### src/rtl/smp_resv_req_if.sv
// smp_resv_req_if: core-side and fabric-side handshake bundle for the SMP
// larx/stcx reservation initiator.
//   core_*  : request (val/tid/op/ra), per-thread flush, per-thread ready
//   req_*   : fabric request, held until req_ack
//   rsp_*   : stcx pass/fail response from the fabric
//   cmp_*   : per-thread completion back to the core
//   err     : sticky protocol error
// master = the initiator block, slave = core + fabric environment.
interface smp_resv_req_if #(parameter int THREADS = 4);
  localparam int TW = $clog2(THREADS);

  logic               core_val;
  logic [TW-1:0]      core_tid;
  logic               core_op;
  logic [31:0]        core_ra;
  logic [THREADS-1:0] core_rdy;
  logic [THREADS-1:0] core_flush;

  logic               req_val;
  logic [TW-1:0]      req_tid;
  logic               req_op;
  logic [26:0]        req_ra;
  logic               req_ack;

  logic               rsp_val;
  logic [TW-1:0]      rsp_tid;
  logic               rsp_pass;

  logic               cmp_val;
  logic [TW-1:0]      cmp_tid;
  logic               cmp_op;
  logic               cmp_pass;

  logic               err;

  modport master (
    input  core_val, core_tid, core_op, core_ra, core_flush,
           req_ack, rsp_val, rsp_tid, rsp_pass,
    output core_rdy, req_val, req_tid, req_op, req_ra,
           cmp_val, cmp_tid, cmp_op, cmp_pass, err
  );

  modport slave (
    output core_val, core_tid, core_op, core_ra, core_flush,
           req_ack, rsp_val, rsp_tid, rsp_pass,
    input  core_rdy, req_val, req_tid, req_op, req_ra,
           cmp_val, cmp_tid, cmp_op, cmp_pass, err
  );
endinterface

### src/rtl/smp_resv_req.sv
// smp_resv_req: core-side initiator for SMP larx/stcx reservations.
// Tracks one operation per thread (IDLE/REQ/WAIT/DONE), issues REQ threads
// to the fabric round-robin, collects stcx results and returns completions
// lowest-tid first.
//   clk, rst : clock, async active-low reset
//   bus      : smp_resv_req_if.master (core, fabric request/response, cmp, err)
// All outputs decode from registered state only.

// Per-thread operation tracker. Qualified events come from the top.
module smp_resv_thr (
  input  logic        clk,
  input  logic        rst,
  input  logic        acc,      // accept while IDLE
  input  logic        op_in,
  input  logic [26:0] ra_in,
  input  logic        ack,      // this thread acked on the fabric
  input  logic        flush,    // flush, already excluding the presented thread
  input  logic        rsp,      // stcx response while WAIT
  input  logic        pass_in,
  input  logic        cmp_take, // this thread drives cmp_* this cycle
  output logic        st_idle,
  output logic        st_req,
  output logic        st_wait,
  output logic        st_done,
  output logic        op,
  output logic [26:0] ra,
  output logic        pass
);
  typedef enum logic [1:0] {IDLE, REQ, WAIT, DONE} st_e;
  st_e st, st_nxt;

  always_ff @(posedge clk or negedge rst) begin
    if (!rst) begin
      st   <= IDLE;
      op   <= 1'b0;
      ra   <= '0;
      pass <= 1'b0;
    end else begin
      st <= st_nxt;
      if (acc) begin
        op   <= op_in;
        ra   <= ra_in;
        pass <= 1'b0;  // larx always completes with pass=0
      end
      if (rsp) pass <= pass_in;
    end
  end

  always_comb begin
    st_nxt = st;
    case (st)
      IDLE: if (acc) st_nxt = REQ;
      REQ:  if (ack) st_nxt = op ? WAIT : DONE;
            else if (flush) st_nxt = IDLE;
      WAIT: if (rsp) st_nxt = DONE;
      DONE: if (cmp_take) st_nxt = IDLE;
      default: st_nxt = IDLE;
    endcase
  end

  assign st_idle = (st == IDLE);
  assign st_req  = (st == REQ);
  assign st_wait = (st == WAIT);
  assign st_done = (st == DONE);
endmodule

module smp_resv_req #(parameter int THREADS = 4) (
  input  logic           clk,
  input  logic           rst,
  smp_resv_req_if.master bus
);
  localparam int TW = $clog2(THREADS);

  logic [THREADS-1:0]       s_idle, s_req, s_wait, s_done, t_op, t_pass;
  logic [THREADS-1:0][26:0] t_ra;

  logic          pres_vld;   // a request is on req_* and not yet acked
  logic [TW-1:0] pres_tid;
  logic [TW-1:0] rr_ptr;
  logic          err_q;

  logic          pick_vld, req_val, ack_q, cmp_val;
  logic [TW-1:0] pick_tid, req_tid, cmp_tid, idx;

  logic unused_ra_lo;
  assign unused_ra_lo = ^bus.core_ra[4:0];

  // Round-robin search starting at rr_ptr; first REQ thread wins.
  always_comb begin
    pick_vld = 1'b0;
    pick_tid = '0;
    idx      = '0;
    for (int i = 0; i < THREADS; i++) begin
      idx = rr_ptr + TW'(i);
      if (!pick_vld && s_req[idx]) begin
        pick_vld = 1'b1;
        pick_tid = idx;
      end
    end
  end

  // Presented request is frozen until acked.
  assign req_val = pres_vld | pick_vld;
  assign req_tid = pres_vld ? pres_tid : pick_tid;
  assign ack_q   = bus.req_ack & req_val;

  // Lowest-numbered DONE thread completes.
  always_comb begin
    cmp_val = 1'b0;
    cmp_tid = '0;
    for (int i = THREADS - 1; i >= 0; i--) begin
      if (s_done[i]) begin
        cmp_val = 1'b1;
        cmp_tid = TW'(i);
      end
    end
  end

  for (genvar t = 0; t < THREADS; t++) begin : g_thr
    smp_resv_thr u_thr (
      .clk      (clk),
      .rst      (rst),
      .acc      (bus.core_val && bus.core_tid == TW'(t) && s_idle[t]),
      .op_in    (bus.core_op),
      .ra_in    (bus.core_ra[31:5]),
      .ack      (ack_q && req_tid == TW'(t)),
      .flush    (bus.core_flush[t] && !(req_val && req_tid == TW'(t))),
      .rsp      (bus.rsp_val && bus.rsp_tid == TW'(t) && s_wait[t]),
      .pass_in  (bus.rsp_pass),
      .cmp_take (cmp_val && cmp_tid == TW'(t)),
      .st_idle  (s_idle[t]),
      .st_req   (s_req[t]),
      .st_wait  (s_wait[t]),
      .st_done  (s_done[t]),
      .op       (t_op[t]),
      .ra       (t_ra[t]),
      .pass     (t_pass[t])
    );
  end

  always_ff @(posedge clk or negedge rst) begin
    if (!rst) begin
      pres_vld <= 1'b0;
      pres_tid <= '0;
      rr_ptr   <= '0;
      err_q    <= 1'b0;
    end else begin
      pres_vld <= req_val & ~bus.req_ack;
      pres_tid <= req_tid;
      if (ack_q) rr_ptr <= req_tid + 1'b1;
      // Dropped request to a busy thread, or response to a thread not in WAIT.
      if ((bus.core_val && !s_idle[bus.core_tid]) ||
          (bus.rsp_val && !s_wait[bus.rsp_tid]))
        err_q <= 1'b1;
    end
  end

  assign bus.core_rdy = s_idle;
  assign bus.req_val  = req_val;
  assign bus.req_tid  = req_tid;
  assign bus.req_op   = req_val & t_op[req_tid];
  assign bus.req_ra   = req_val ? t_ra[req_tid] : '0;
  assign bus.cmp_val  = cmp_val;
  assign bus.cmp_tid  = cmp_tid;
  assign bus.cmp_op   = cmp_val & t_op[cmp_tid];
  assign bus.cmp_pass = cmp_val & t_pass[cmp_tid];
  assign bus.err      = err_q;
endmodule

### src/flat_wrapper.sv
// flat-port wrapper written by rule: the top's interface ports become plain ports
module smp_resv_req_flat 
#(parameter int THREADS = 4)
  (clk, rst, bus_core_val, bus_core_tid, bus_core_op, bus_core_ra, bus_core_flush, bus_req_ack, bus_rsp_val, bus_rsp_tid, bus_rsp_pass, bus_core_rdy, bus_req_val, bus_req_tid, bus_req_op, bus_req_ra, bus_cmp_val, bus_cmp_tid, bus_cmp_op, bus_cmp_pass, bus_err);
  smp_resv_req_if #(.THREADS(THREADS)) bus_i ();
  input  logic clk;
  input  logic rst;
  input wire logic [$bits(bus_i.core_val)-1:0] bus_core_val;
  input wire logic [$bits(bus_i.core_tid)-1:0] bus_core_tid;
  input wire logic [$bits(bus_i.core_op)-1:0] bus_core_op;
  input wire logic [$bits(bus_i.core_ra)-1:0] bus_core_ra;
  input wire logic [$bits(bus_i.core_flush)-1:0] bus_core_flush;
  input wire logic [$bits(bus_i.req_ack)-1:0] bus_req_ack;
  input wire logic [$bits(bus_i.rsp_val)-1:0] bus_rsp_val;
  input wire logic [$bits(bus_i.rsp_tid)-1:0] bus_rsp_tid;
  input wire logic [$bits(bus_i.rsp_pass)-1:0] bus_rsp_pass;
  output wire logic [$bits(bus_i.core_rdy)-1:0] bus_core_rdy;
  output wire logic [$bits(bus_i.req_val)-1:0] bus_req_val;
  output wire logic [$bits(bus_i.req_tid)-1:0] bus_req_tid;
  output wire logic [$bits(bus_i.req_op)-1:0] bus_req_op;
  output wire logic [$bits(bus_i.req_ra)-1:0] bus_req_ra;
  output wire logic [$bits(bus_i.cmp_val)-1:0] bus_cmp_val;
  output wire logic [$bits(bus_i.cmp_tid)-1:0] bus_cmp_tid;
  output wire logic [$bits(bus_i.cmp_op)-1:0] bus_cmp_op;
  output wire logic [$bits(bus_i.cmp_pass)-1:0] bus_cmp_pass;
  output wire logic [$bits(bus_i.err)-1:0] bus_err;
  assign bus_i.core_val = bus_core_val;
  assign bus_i.core_tid = bus_core_tid;
  assign bus_i.core_op = bus_core_op;
  assign bus_i.core_ra = bus_core_ra;
  assign bus_i.core_flush = bus_core_flush;
  assign bus_i.req_ack = bus_req_ack;
  assign bus_i.rsp_val = bus_rsp_val;
  assign bus_i.rsp_tid = bus_rsp_tid;
  assign bus_i.rsp_pass = bus_rsp_pass;
  assign bus_core_rdy = bus_i.core_rdy;
  assign bus_req_val = bus_i.req_val;
  assign bus_req_tid = bus_i.req_tid;
  assign bus_req_op = bus_i.req_op;
  assign bus_req_ra = bus_i.req_ra;
  assign bus_cmp_val = bus_i.cmp_val;
  assign bus_cmp_tid = bus_i.cmp_tid;
  assign bus_cmp_op = bus_i.cmp_op;
  assign bus_cmp_pass = bus_i.cmp_pass;
  assign bus_err = bus_i.err;
  smp_resv_req #(.THREADS(THREADS)) u_core (.clk(clk), .rst(rst), .bus(bus_i));
endmodule
### config.mk
export PLATFORM = sky130hd
export DESIGN_NAME = smp_resv_req_flat
export DESIGN_NICKNAME = d
export VERILOG_FILES = /design/src/rtl/smp_resv_req_if.sv /design/src/rtl/smp_resv_req.sv /design/src/flat_wrapper.sv
export SDC_FILE = /design/constraint.sdc
export NUM_CORES = 1
export LEC_CHECK = 0
export CORE_AREA = 2 2 118 120
export CTS_CLUSTER_DIAMETER = 120
export DETAILED_ROUTE_END_ITERATION = 8
export DIE_AREA = 0 0 120 122
export PLACE_DENSITY = 0.76
export RECOVER_POWER = 100
export SYNTH_ARGS = -nofsm -noshare
export SYNTH_HDL_FRONTEND = slang
export SYNTH_SLANG_ARGS = --single-unit
### constraint.sdc
create_clock -name clk -period 1.9 [get_ports clk]
set_input_delay 0.285 -clock clk [delete_from_list [all_inputs] [get_ports clk]]
set_output_delay 0.285 -clock clk [all_outputs]
set_load 0.03 [all_outputs]
## Yosys cells after proc, flatten, opt, wreduce, memory -nomap -nowiden

Index checks and enable logic that the tools add are counted.

| word-level totals | value |
|---|---|
| output and inout bits | 41 |
| word-level logic and storage cells | 216 |
| input bits | 47 |
| register bits after elaboration | 130 |

| operators by class | value |
|---|---|
| add/subtract/negate cells | 4 |
| multiplexer cells | 74 |
| bitwise logic cells | 7 |
| equal/unequal tests | 40 |
| reductions and logical operators | 63 |
| order comparisons | 8 |

Operators with widths:

| cell | number |
|---|---|
| two-way mux 2 bit | 29 |
| binary-select mux 27 bit (select 2 bit) | 1 |
| two-way mux 27 bit | 2 |
| logical AND 1 bit | 37 |
| == test 2 bit (second input constant) | 16 |
| one-hot mux 2 bit (4 select lines) | 4 |
| two-way mux 1 bit | 29 |
| < comparator 2 x 3 -> 1 bit (second input constant) | 8 |
| != test 2 bit (second input constant) | 12 |
| binary-select mux 1 bit (select 2 bit) | 9 |
| == test 2 x 1 -> 1 bit (second input constant) | 8 |
| logical NOT 2 bit | 8 |
| AND reduction 4 bit | 4 |
| != test 3 bit (second input constant) | 4 |
| logical NOT 1 bit | 9 |
| nonzero test 2 bit | 4 |
| AND 1 bit | 5 |
| adder 2 x 1 -> 2 bit (second input constant) | 2 |
| adder 2 bit (second input constant) | 2 |
| logical OR 1 bit | 1 |
| NOT 1 bit | 1 |
| bitwise OR 1 bit | 1 |

## Logic depth before layout (Yosys ltp)

| logic depth | value |
|---|---|
| depth after elaboration | 21 |
| gate-level depth with buffers | 10 |
| mapped depth without buffers | 7 |

## Modules after synthesis

A second synthesis with hierarchy kept.

| second synthesis, totals | value |
|---|---|
| cells, all modules | 480 |
| area, all modules | 6,308.6 um2 |

By module, submodules not included:

| module | cells each | area each (um2) | instances | seq. area each (um2) |
|---|---|---|---|---|
| smp_resv_thr | 73 | 1,196.1 | 4 | 775.7 |
| smp_resv_req | 188 | 1,524.0 | 1 | 150.1 |

## Worst setup path after synthesis

No wires, ideal clock.

| timing path | value |
|---|---|
| path kind | register to output |
| start point | register (tool-made name) |
| end point | output port bus_req_ra[17] |
| setup slack | -0.512 ns |
| arrival time | 2.127 ns |
| path buffers | 2 |
| stages on the path, launching flop included | 8 |
| required time | 1.615 ns |
| cells stage by stage | dfrtp_1 > buf_2 > nor2b_1 > or2_2 > a21oi_1 > o21ai_2 > clkbuf_1 > o21a_1 |

RTL lines:

| item | RTL line | text |
|---|---|---|
| end: declaration | flat_wrapper.sv:21 | `output wire logic [$bits(bus_i.req_ra)-1:0] bus_req_ra;` |

## Worst setup path after layout

| timing path | value |
|---|---|
| start point | register u_core.rr_ptr[1] |
| end point | output port bus_req_ra[5] |

| between the ends | value |
|---|---|
| word-level cells in the longest chain between the ends | 16 |
| elaborated cells between the ends (all ways) | 30 |
| classes of those cells | 3 x add/sub; 20 x mux; 1 x bitwise; 6 x reduce/logical |

Ends and longest elaborated chain:

| item | RTL line | text |
|---|---|---|
| start: declaration | smp_resv_req.sv:79 | `logic [TW-1:0] rr_ptr;` |
| start signal: assignment | smp_resv_req.sv:150 | `if (ack_q) rr_ptr <= req_tid + 1'b1;` |
| branches (longest 15 deep; another with adder 2 x 1 -> 2 bit) | - |  |
| two-way mux 27 bit (*) | smp_resv_req.sv:162 | `assign bus.req_ra = req_val ? t_ra[req_tid] : '0;` |

Mark *: on every way between the ends. The select of a mux whose other input is x is not followed.

==> impl_metrics.csv <==
group,metric,value,unit
synthesis,synth_top_area_share,0.499,
floorplan,rows,43,
floorplan,fp.dieArea,14600,um2
placed_design,dp_hpwl,11100,um
detailed_routing,route.vias.total,6108,
detailed_routing,dr.pass1.iters,6,
detailed_routing,wl_per_cell,24.7,um
critical_path,crit_type,"reg -> out",
synthesis,synth_mux_area_frac,0.204,
timing,fin_crit,2900,ps
detailed_routing,drt_iter0_drc,653,
cells_and_area,layout.cells.non_filler,980,
cells_and_area,seq_area,3260,um2
job,cap_viol_max_count,0,
synthesis,synthSimpleGateAreaFrac,0.126,
outcome,status,"complete, but fails checks",
critical_path,crit_arrival,2620,ps
synthesis,ys_ff_latch,130,
timing,rsz0062_at_grt,"true",
critical_path,cp_max_fo,8,
cts,clk_pin_slew,60,ps
global_routing,grt_max_degree,57,
cts,clk_latency,440,ps
cells_and_area,drive_gt1_frac,0.530,
synthesis,synth_top_family_by_area,"multiplexers",
floorplan,die_x,120,um
synthesis,yosysTopAreaCell,"dfrtp_1",
synthesis,synth_area,6510,um2
cells_and_area,n_antenna_cell,0,
timing,fin_ws,-1000,ps
synthesis,synth_ff_type,"dfrtp_1",
critical_path,r2r_cells,13,
floorplan,start_util,0.482,
synthesis,synthesis.nets,674,
global_routing,grt_pass1_vias,5934,
detailed_routing,vias_per_cell,6.23,
cells_and_area,finalNetCount,835,
synthesis,synth_edf_count,0,
placed_design,routabilityCongestion,0.946,
worst_hold_path,hold_class,"in -> async",
synthesis,syn-instance-count,627,
floorplan,die_h,122,um
timing,relSlewSlack,0.493,
critical_path,cp-start-kind,"flop",
timing,max_freq,345,MHz
synthesis,synth_xor_xnor_area_share,0,
placed_design,dp_cells,897,
detailed_routing,antenna_left,0,
cts,cts_tree,"yes",
synthesis,synth.area.top_cells,"dfrtp_1 (50%), mux2_2 (19%), nand2_1 (7.7%), a21oi_1 (5.1%), o21a_1 (3.3%)",
global_routing,grt_overflow_total,0,
cells_and_area,area_growth_syn_to_layout,54.2,%
cells_and_area,multi_input_area,3710,um2
timing,setup_viol,51,
timing,min_period_over_period,1.53,
cts,numClockSinks,130,
timing,hold_viol_final,0,
synthesis,synthAdderAreaFrac,0,
synthesis,ys_types,49,
cells_and_area,mostFrequentLayoutCells,"dfrtp_1 (127), nand2_1 (101), mux2_2 (95), buf_6 (61), clkdlybuf4s50_1 (40)",
placed_design,dpl_worst_slack,-484,ps
cts,clockBufferDepth,2,
critical_path,critical_path_required,1620,ps
critical_path,end_kind,"primary output",
cells_and_area,design_area,10000,um2
cts,root_buffer,"clkbuf_16",
global_routing,grt_pass1_wl,32100,um
timing,worstMarginPinSlew,760,ps
global_routing,grtUsageTotal,0.289,
synthesis,avgSynthCellArea,10.4,um2
cts,h-tree-depth,4,
synthesis,ys_warn_count,0,
outcome,violations,"negative setup slack",
cells_and_area,fillers,787,
global_routing,antenna_found_initial,0,
cts,numCtsBuffers,17,
placed_design,place.port_buffers,82,
timing,finalMaxSlewViolations,0,
timing,skew,15.4,ps
floorplan,core-area,13500,um2
synthesis,async_reset_ff_frac,1.00,
detailed_routing,wl,24200,um
floorplan,io_pins,88,
cells_and_area,final_common_cell,"dfrtp_1",
detailed_routing,drc,0,
synthesis,synth_compound_area_frac,0.132,
placed_design,dpl_cell_area,7950,um2
synthesis,ys_seq_area_frac,0.499,
-- path summary, 6_finish.rpt --
kind	start	to	slack [ps]
hold reg to reg	u_core.bus.err	u_core.bus.err	500
setup reg to reg	u_core.rr_ptr[1]	u_core.g_thr[1].u_thr.st[0]	-580
setup / recovery	u_core.rr_ptr[1]	bus_req_ra[5]	-1000
min in group clk	u_core.bus.err	u_core.bus.err	500
hold / removal	rst	u_core.g_thr[0].u_thr.op	410
max in group asynchronous	rst	asynchronous set/reset pin	230
-- kinds of logic (layout without fill, tap and decap cells) --
kind of cell / after synthesis / after routing
flops: 130 / 130
simple gates: 190 / 190
buf+inv: 53 / 225
mux: 116 / 116
compound gates: 138 / 139
-- flip-flops by register name, indices dropped and copies added, names as in the netlist, named ones only --
signal                   count
u_core.g_thr.u_thr.op        4
u_core.pres_vld              1
u_core.g_thr.u_thr.ra      108
u_core.rr_ptr                2
u_core.g_thr.u_thr.pass      4
u_core.bus.err               1
u_core.g_thr.u_thr.st        4
u_core.pres_tid              2
-- per-stage QoR --
stage | hold WS (ps) | utilization | TNS [ps]
floorplan | -10.6 | - | -5560
detailed placement | 236 | 0.589 | -20330
global placement | 227 | 0.589 | -16980
global route | 502 | 0.744 | -37430
finish | 413 | 0.744 | -34200
CTS | 342 | 0.693 | -27760
-- layout make-up --
type | count | area share
tap | 180 | 0.0224
sequential | 130 | 0.324
inverter | 8 | 0.00585
timing repair inverter | 4 | 0.00498
multi-input combinational | 445 | 0.370
clock buffer | 21 | 0.0458
clock inverter | 10 | 0.0133
timing repair buffer | 182 | 0.214
-- Yosys cell counts, drive strengths merged (2+ instances only) --
master  number
a21oi       66
a22o         2
a31oi        3
a32o         2
a32oi        2
and2         2
and3         4
buf         24
clkbuf      21
dfrtp      130
inv          7
mux2       112
mux2i        2
mux4         2
nand2      133
nand2b       5
nand3        5
nand4        4
nor2        17
nor2b        7
nor3         3
nor3b        2
nor4b        3
o211ai       3
o21a        29
o21ai       20
o311a        2
-- metal layers --
| layer | share of wire | up-vias | global-route usage |
|---|---|---|---|
| met5 | 0 | - | 0 |
| met4 | 0.043 | 0 | 0.119 |
| met3 | 0.085 | 101 | 0.0660 |
| met2 | 0.49 | 415 | 0.486 |
| met1 | 0.39 | 3078 | 0.360 |
| li1 | - | 2514 | - |
-- critical path, cell delays in order (launching register included) --
cell and delay, ps:
dfrtp_2 500, buf_6 160, a211oi_4 300, o311ai_4 140, buf_6 190, inv_6 130
clkbuf_16 170, nand2_1 60, a21oi_1 200, o21a_2 190, buf_6 130
-- what timing repair did --
action                     in CTS  in global routing
hold endpoints to repair       25                  0
hold buffers                    1                  0
setup endpoints to repair      80                 74
cloned                          9                 11
gates resized for setup       148                114
buffers inserted               18                 18
pin swaps                      26                 29
Power is not shown: default switching activity piles up to over one toggle a cycle in this logic, so the estimate is an artifact.
==> patch 1, RTL diff (config.mk and constraints unchanged) <==
`THREADS` is set to 4 in 3 places; all go to 2.
--- a/src/rtl/smp_resv_req_if.sv
+++ b/src/rtl/smp_resv_req_if.sv
@@ -6,7 +6,7 @@
 //   cmp_*   : per-thread completion back to the core
 //   err     : sticky protocol error
 // master = the initiator block, slave = core + fabric environment.
-interface smp_resv_req_if #(parameter int THREADS = 4);
+interface smp_resv_req_if #(parameter int THREADS = 2);
   localparam int TW = $clog2(THREADS);
 
   logic               core_val;
--- a/src/rtl/smp_resv_req.sv
+++ b/src/rtl/smp_resv_req.sv
@@ -64,7 +64,7 @@
   assign st_done = (st == DONE);
 endmodule
 
-module smp_resv_req #(parameter int THREADS = 4) (
+module smp_resv_req #(parameter int THREADS = 2) (
   input  logic           clk,
   input  logic           rst,
   smp_resv_req_if.master bus
--- a/src/flat_wrapper.sv
+++ b/src/flat_wrapper.sv
@@ -1,6 +1,6 @@
 // flat-port wrapper written by rule: the top's interface ports become plain ports
 module smp_resv_req_flat 
-#(parameter int THREADS = 4)
+#(parameter int THREADS = 2)
   (clk, rst, bus_core_val, bus_core_tid, bus_core_op, bus_core_ra, bus_core_flush, bus_req_ack, bus_rsp_val, bus_rsp_tid, bus_rsp_pass, bus_core_rdy, bus_req_val, bus_req_tid, bus_req_op, bus_req_ra, bus_cmp_val, bus_cmp_tid, bus_cmp_op, bus_cmp_pass, bus_err);
   smp_resv_req_if #(.THREADS(THREADS)) bus_i ();
   input  logic clk;
Interface: changed (6 resized); port bits go from 88 to 80. The function was not compared with the original's and may differ.
==> patch 1 against the original RTL <==
- the flow still finishes with violations (negative setup slack)
- sequential cell count decreased by 64
- synthesized area decreased by 51%
- worst setup slack improved by 760 ps
- routed wire length decreased by 62%
- cell area decreased by 51%
- synthesized cell count decreased by 50%
- register-to-register slack improved by 680 ps
- worst hold slack got worse by 110 ps
- utilization decreased by 38 points
==> patch 1: results (changes against the original RTL) <==
power:
  p_seq_share_pct: 23.6
  p_leak_nw: 2.152
  switching_share_pct: 43.20
  comb_power_mw: 6.42
timing:
  setup_viol: 30  # was 51
  tightest_slew_ps: 1478  # was 759.9 ps
  clock_skew_ps: 4.016  # was 15.40 ps
  final.setup.tns_ps: -5494  # was -34200 ps
  worst_slack_ps: -243.0  # was -1000 ps
  holdWs_ps: 303.7  # was 412.8 ps
logic_synthesis:
  synth_area_leaders: "dfrtp_1 52%, mux2_4 9.4%, o21ai_0 8.8%"  # was dfrtp_1 50%, mux2_2 19%, nand2_1 7.7%
  synth_cell_types: 34  # was 49
  synth.net_count: 358  # was 674
  yosysMostFrequentCell: "dfrtp_1"  # was nand2_1
  yosys_warnings: 0  # unchanged
  synth-seq-area-share_pct: 51.68  # was 49.93%
  synth_common_cells: "66 x dfrtp_1, 56 x o21ai_0, 35 x nand2_1"  # was 133 x nand2_1, 130 x dfrtp_1, 112 x mux2_2
routing:
  wl_per_cell_um: 15.38  # was 24.66 um
  wl_met2_mm: 4.696  # was 11.76 mm
  drtIter0Drc: 138  # was 653
  first_pass_iters: 6  # unchanged
  met1Wirelength_mm: 3.924  # was 9.318 mm
  wl_met3_um: 391  # was 2.046 mm
  route.vias.total: 2689  # was 6108
  top_layer: "met4"  # unchanged
clock_tree:
  cts-resized-gates: 39  # was 148
  insertion_delay_ps: 320  # was 440 ps
  postCtsSetupBuffers: 4  # was 18
  clk_transition_reported_paths_ps: 60  # about the same
  cts_max_path_buffers: 2  # unchanged
  htreeDepth: 3  # was 4
  numCtsBuffers: 9  # was 17
  cts.root.buffer_cell: "clkbuf_16"  # unchanged
global_route:
  grt_start_max_net_pins: 30  # was 57
  grt_usage_pct: 12.48  # was 28.88%
  met3_usage_pct: 3.324  # was 6.601%
  grt_use_met1_pct: 15.27  # was 36.01%
  grt_pass1_vias: 2855  # was 5934
  grt_pass1_wl_mm: 14.08  # was 32.13 mm
  grt_util_met2_pct: 20.45  # was 48.62%
cells_and_area:
  diodes: 0  # unchanged
  largest-register: "u_core.g_thr.u_thr.ra"  # unchanged
  num-fill-cells: 1327  # was 787
  drive_gt1_share_pct: 40.00  # was 53.00%
  nets: 453  # was 835
  largest_reg_flops: 54  # was 108
worst_setup_path:
  worst_r2r_endpoint: "u_core.g_thr[1].u_thr.ra[1]"  # was u_core.g_thr[1].u_thr.st[0]
  r2r_slack_ps: 100  # was -580 ps
  reg2regPathDepth: 5  # was 13
  path_max_fanout: 7  # was 8
  startpoint: "u_core.pres_vld"  # was u_core.rr_ptr[1]
  end_kind: "output port"  # unchanged
  crit_end: "bus_req_ra[22]"  # was bus_req_ra[5]
run_status:
  status: "complete, but fails checks"  # unchanged
  violations: "negative setup slack"  # unchanged
place:
  numPortBuffers: 74  # was 82
  place_congestion: 0.7886  # was 0.9455
  hpwl_mm: 5.881  # was 11.11 mm
worst_hold_path:
  worst_hold_path_type: "in -> async"  # unchanged
-- patch 1: critical path, stage by stage, from the launching register on --
cell       delay [ps]
dfrtp_1           370
or2_4             270
o221ai_4          190
buf_12            180
clkbuf_16         170
nand3_2            60
o21ai_1           100
buf_4             180
-- patch 1: stage by stage --
stage               std cells  power (mW)  setup WS (ps)  area [sq um]
detailed placement        568       7.443         -94.14          4189
global placement          568       7.276         -67.83          4189
CTS                       590       9.749         -236.5          4654
finish                    595       10.53         -243.0          4928
global route              595       11.10         -340.3          4928
floorplan                 315       5.605         -55.62          3196
-- patch 1: layout make-up --
cell class                 count  area (sq um)  area share [%]
sequential                    66          1653           33.54
clock inverter                 7         70.07           1.422
timing repair buffer         107          1120           22.72
clock buffer                   9         225.2           4.570
multi-input combinational    193          1511           30.67
tap                          180         225.2           4.570
inverter                      33         123.9           2.513
-- patch 1: logic make-up after synthesis --
group / share of synthesized area [%]
DFF: 51.68
AOI/OAI and AO/OA: 13.66
buffers and inverters: 9.123
muxes: 12.53
and+or+nand+nor: 13.00
==> patch 2, RTL diff (same flow settings) <==
Without the edit above. Re-encode `st_e` (4 values) as one-hot, 4 bits wide.
--- a/src/rtl/smp_resv_req.sv
+++ b/src/rtl/smp_resv_req.sv
@@ -26,7 +26,7 @@
   output logic [26:0] ra,
   output logic        pass
 );
-  typedef enum logic [1:0] {IDLE, REQ, WAIT, DONE} st_e;
+  typedef enum logic [3:0] {IDLE = 4'b0001, REQ = 4'b0010, WAIT = 4'b0100, DONE = 4'b1000} st_e;
   st_e st, st_nxt;
 
   always_ff @(posedge clk or negedge rst) begin
Behaviour: no difference found for any inputs over 4 cycles, from zero or initial values and one cycle with rst low; so few cycles prove little.
==> patch 2 against the original RTL <==
- the flow still finishes with violations (negative setup slack)
- count of clock-buffer cells in the layout did not move
- maximum frequency shrank 14%
- sequential cell count rose by 8
- routed wire length up 5.7%
- worst hold slack better by 55 ps
- global-route usage rose by 1.6 points
- cell count grew 0.92%
- worst setup slack worse by 490 ps
- cell area is 11% higher
- synthesized area is 5.3% higher
==> patch 2: results (changes against the original RTL) <==
worst_setup_path:
  cp_top_family: "compound AO/OA/AOI/OAI gates"  # unchanged
  cp_slowest_cell: "or4b_4"  # was dfrtp_2
  path_max_fanout: 19  # was 8
  critPathArrivalTime_ps: 3100  # was 2620 ps
  slowest_delay_ps: 640  # was 500 ps
run_status:
  status: "complete, but fails checks"  # unchanged
  violations: "negative setup slack"  # unchanged
cells_and_area:
  top_regs: "u_core.g_thr.u_thr.ra: 108 flops, u_core.g_thr.u_thr.st: 16 flops"
  final_cells: 989  # was 980
  drive_gt1_share_pct: 56.12  # was 53.00%
  nets: 843  # was 835
  diodes: 0  # unchanged
clock_tree:
  htreeDepth: 4  # unchanged
  cts_max_path_buffers: 2  # unchanged
  numCtsBuffers: 17  # unchanged
  cts.root.buffer_cell: "clkbuf_16"  # unchanged
  insertion_delay_ps: 440  # about the same
  clk_transition_reported_paths_ps: 60  # about the same
routing:
  drtIter0Drc: 543  # was 653
  wl_per_cell_um: 25.82  # was 24.66 um
  first_pass_iters: 5  # was 6
  routed_via_density: 6.367  # was 6.233
place:
  numPortBuffers: 82  # unchanged
  hpwl_mm: 13.07  # was 11.11 mm
  place_congestion: 0.8957  # was 0.9455
  pre_cts_slack_ps: -1120  # was -483.9 ps
  dp.cells: 911  # was 897
  post_dp_cell_area_sq_um: 9150  # was 7948 sq um
timing:
  clock_skew_ps: 8.299  # was 15.40 ps
  setup_viol: 117  # was 51
  worst_slack_ps: -1488  # was -1000 ps
  slew-limit-headroom_pct: 18.56  # was 49.34%
global_route:
  grt_pass1_wl_mm: 34.02  # was 32.13 mm
  grt_start_max_net_pins: 49  # was 57
  grt_usage_pct: 30.49  # was 28.88%
  antenna_found_initial: 0  # unchanged
  grt_pass1_vias: 6346  # was 5934
power:
  vdd_ir_drop_max_v: 0.0009532
  p_leak_nw: 4.643
logic_synthesis:
  synth_area_leaders: "dfrtp_1 49%, mux2_2 18%, nand2_1 4.0%"  # was dfrtp_1 50%, mux2_2 19%, nand2_1 7.7%
  syn-instance-count: 604  # was 627
  synthArstFlopShare_pct: 100.0  # unchanged
  synth_common_cells: "134 x dfrtp_1, 111 x mux2_2, 73 x nand2_1"  # was 133 x nand2_1, 130 x dfrtp_1, 112 x mux2_2
  yosys_warnings: 0  # unchanged
  synth-seq-area-share_pct: 50.40  # was 49.93%
  synth_cell_types: 59  # was 49
  synth.net_count: 651  # was 674
worst_hold_path:
  worst_hold_path_type: "reg -> reg"  # was in -> async
-- patch 2: changes by cell type after synthesis, moves of 5 or more --
cell      unedited run  this run
o21a_1              29         1
a211oi_1             1        28
a311oi_1             0        28
a21boi_0             1        27
nor2_1              17        30
a21oi_1             66         8
nand3b_1             1         8
nand2_1            133        73
nor3_1               3         8
buf_1                0         7
-- patch 2: power by group --
| group | leakage, nW | switching [mW] | internal [mW] |
|---|---|---|---|
| Combinational | 2.65 | 4.50 | 4.33 |
| Sequential | 1.67 | 0.762 | 3.91 |
| Clock | 0.329 | 1.32 | 2.46 |
-- patch 2: stage by stage --
| step | TNS (ps) | utilization (%) | hold slack (ps) | power [mW] |
|---|---|---|---|---|
| 3_5_place_dp | -53420 | 67.76 | 250.2 | 11.56 |
| 6_report | -63430 | 82.76 | 467.8 | 17.29 |
| 5_1_grt | -76400 | 82.76 | 487.0 | 17.82 |
| 4_1_cts | -48610 | 78.65 | 375.0 | 16.44 |
| 2_1_floorplan | -29590 | - | -10.59 | 9.162 |
| 3_3_place_gp | -48080 | 67.76 | 237.7 | 11.33 |
-- patch 2: worst paths after layout --
| path | from | endpoint | slack [ps] | cells after the start |
|---|---|---|---|---|
| worst min register to register | u_core.bus.err | u_core.bus.err | 470 | 1 |
| worst max register to register | u_core.g_thr[2].u_thr.st[3] | u_core.g_thr[0].u_thr.st[2] | -950 | 10 |
| max in group asynchronous | rst | u_core.g_thr[0].u_thr.st[0] | 130 | 3 |
| worst max-delay path | u_core.g_thr[2].u_thr.st[3] | bus_req_ra[3] | -1490 | 9 |
| min in group asynchronous | rst | u_core.g_thr[3].u_thr.pass | 630 | 2 |
| worst min-delay path | u_core.bus.err | u_core.bus.err | 470 | 1 |
-- patch 2: cell families after synthesis --
kind of cell,count (synthesis),synth area share [%]
adders and majority gates,1,0.1641
AOI/OAI and AO/OA,137,15.04
DFF,138,50.40
buffers and inverters,60,4.139
and+or+nand+nor,155,11.38
muxes,113,18.87
-- patch 2: per-layer routing --
layer,part of all wire (%),wire length [um],global-route usage (%)
met1,39,9956,38.75
met2,48,12380,49.64
met3,7.5,1923,6.601
met4,5.0,1279,15.00
met5,0,0,0
-- patch 2: repair_timing --
item | CTS | global route
resized for setup | 141 | 111
pin swaps | 27 | 26
hold buffers | 1 | 0
setup buffers | 24 | 17
hold endpoints to repair | 41 | 0
gates cloned | 5 | 4
endpoints found under the setup margin | 85 | 123
-- patch 2: area by class of cell --
class / count / area [sq um]
clock buffer: 21 / 480.5
clock inverter: 11 / 190.2
fill: 630 / 2328
inverter: 11 / 63.81
multi-input combinational: 406 / 4349
sequential: 138 / 3458
tap: 180 / 225.2
timing repair buffer: 220 / 2376
timing repair inverter: 2 / 32.53
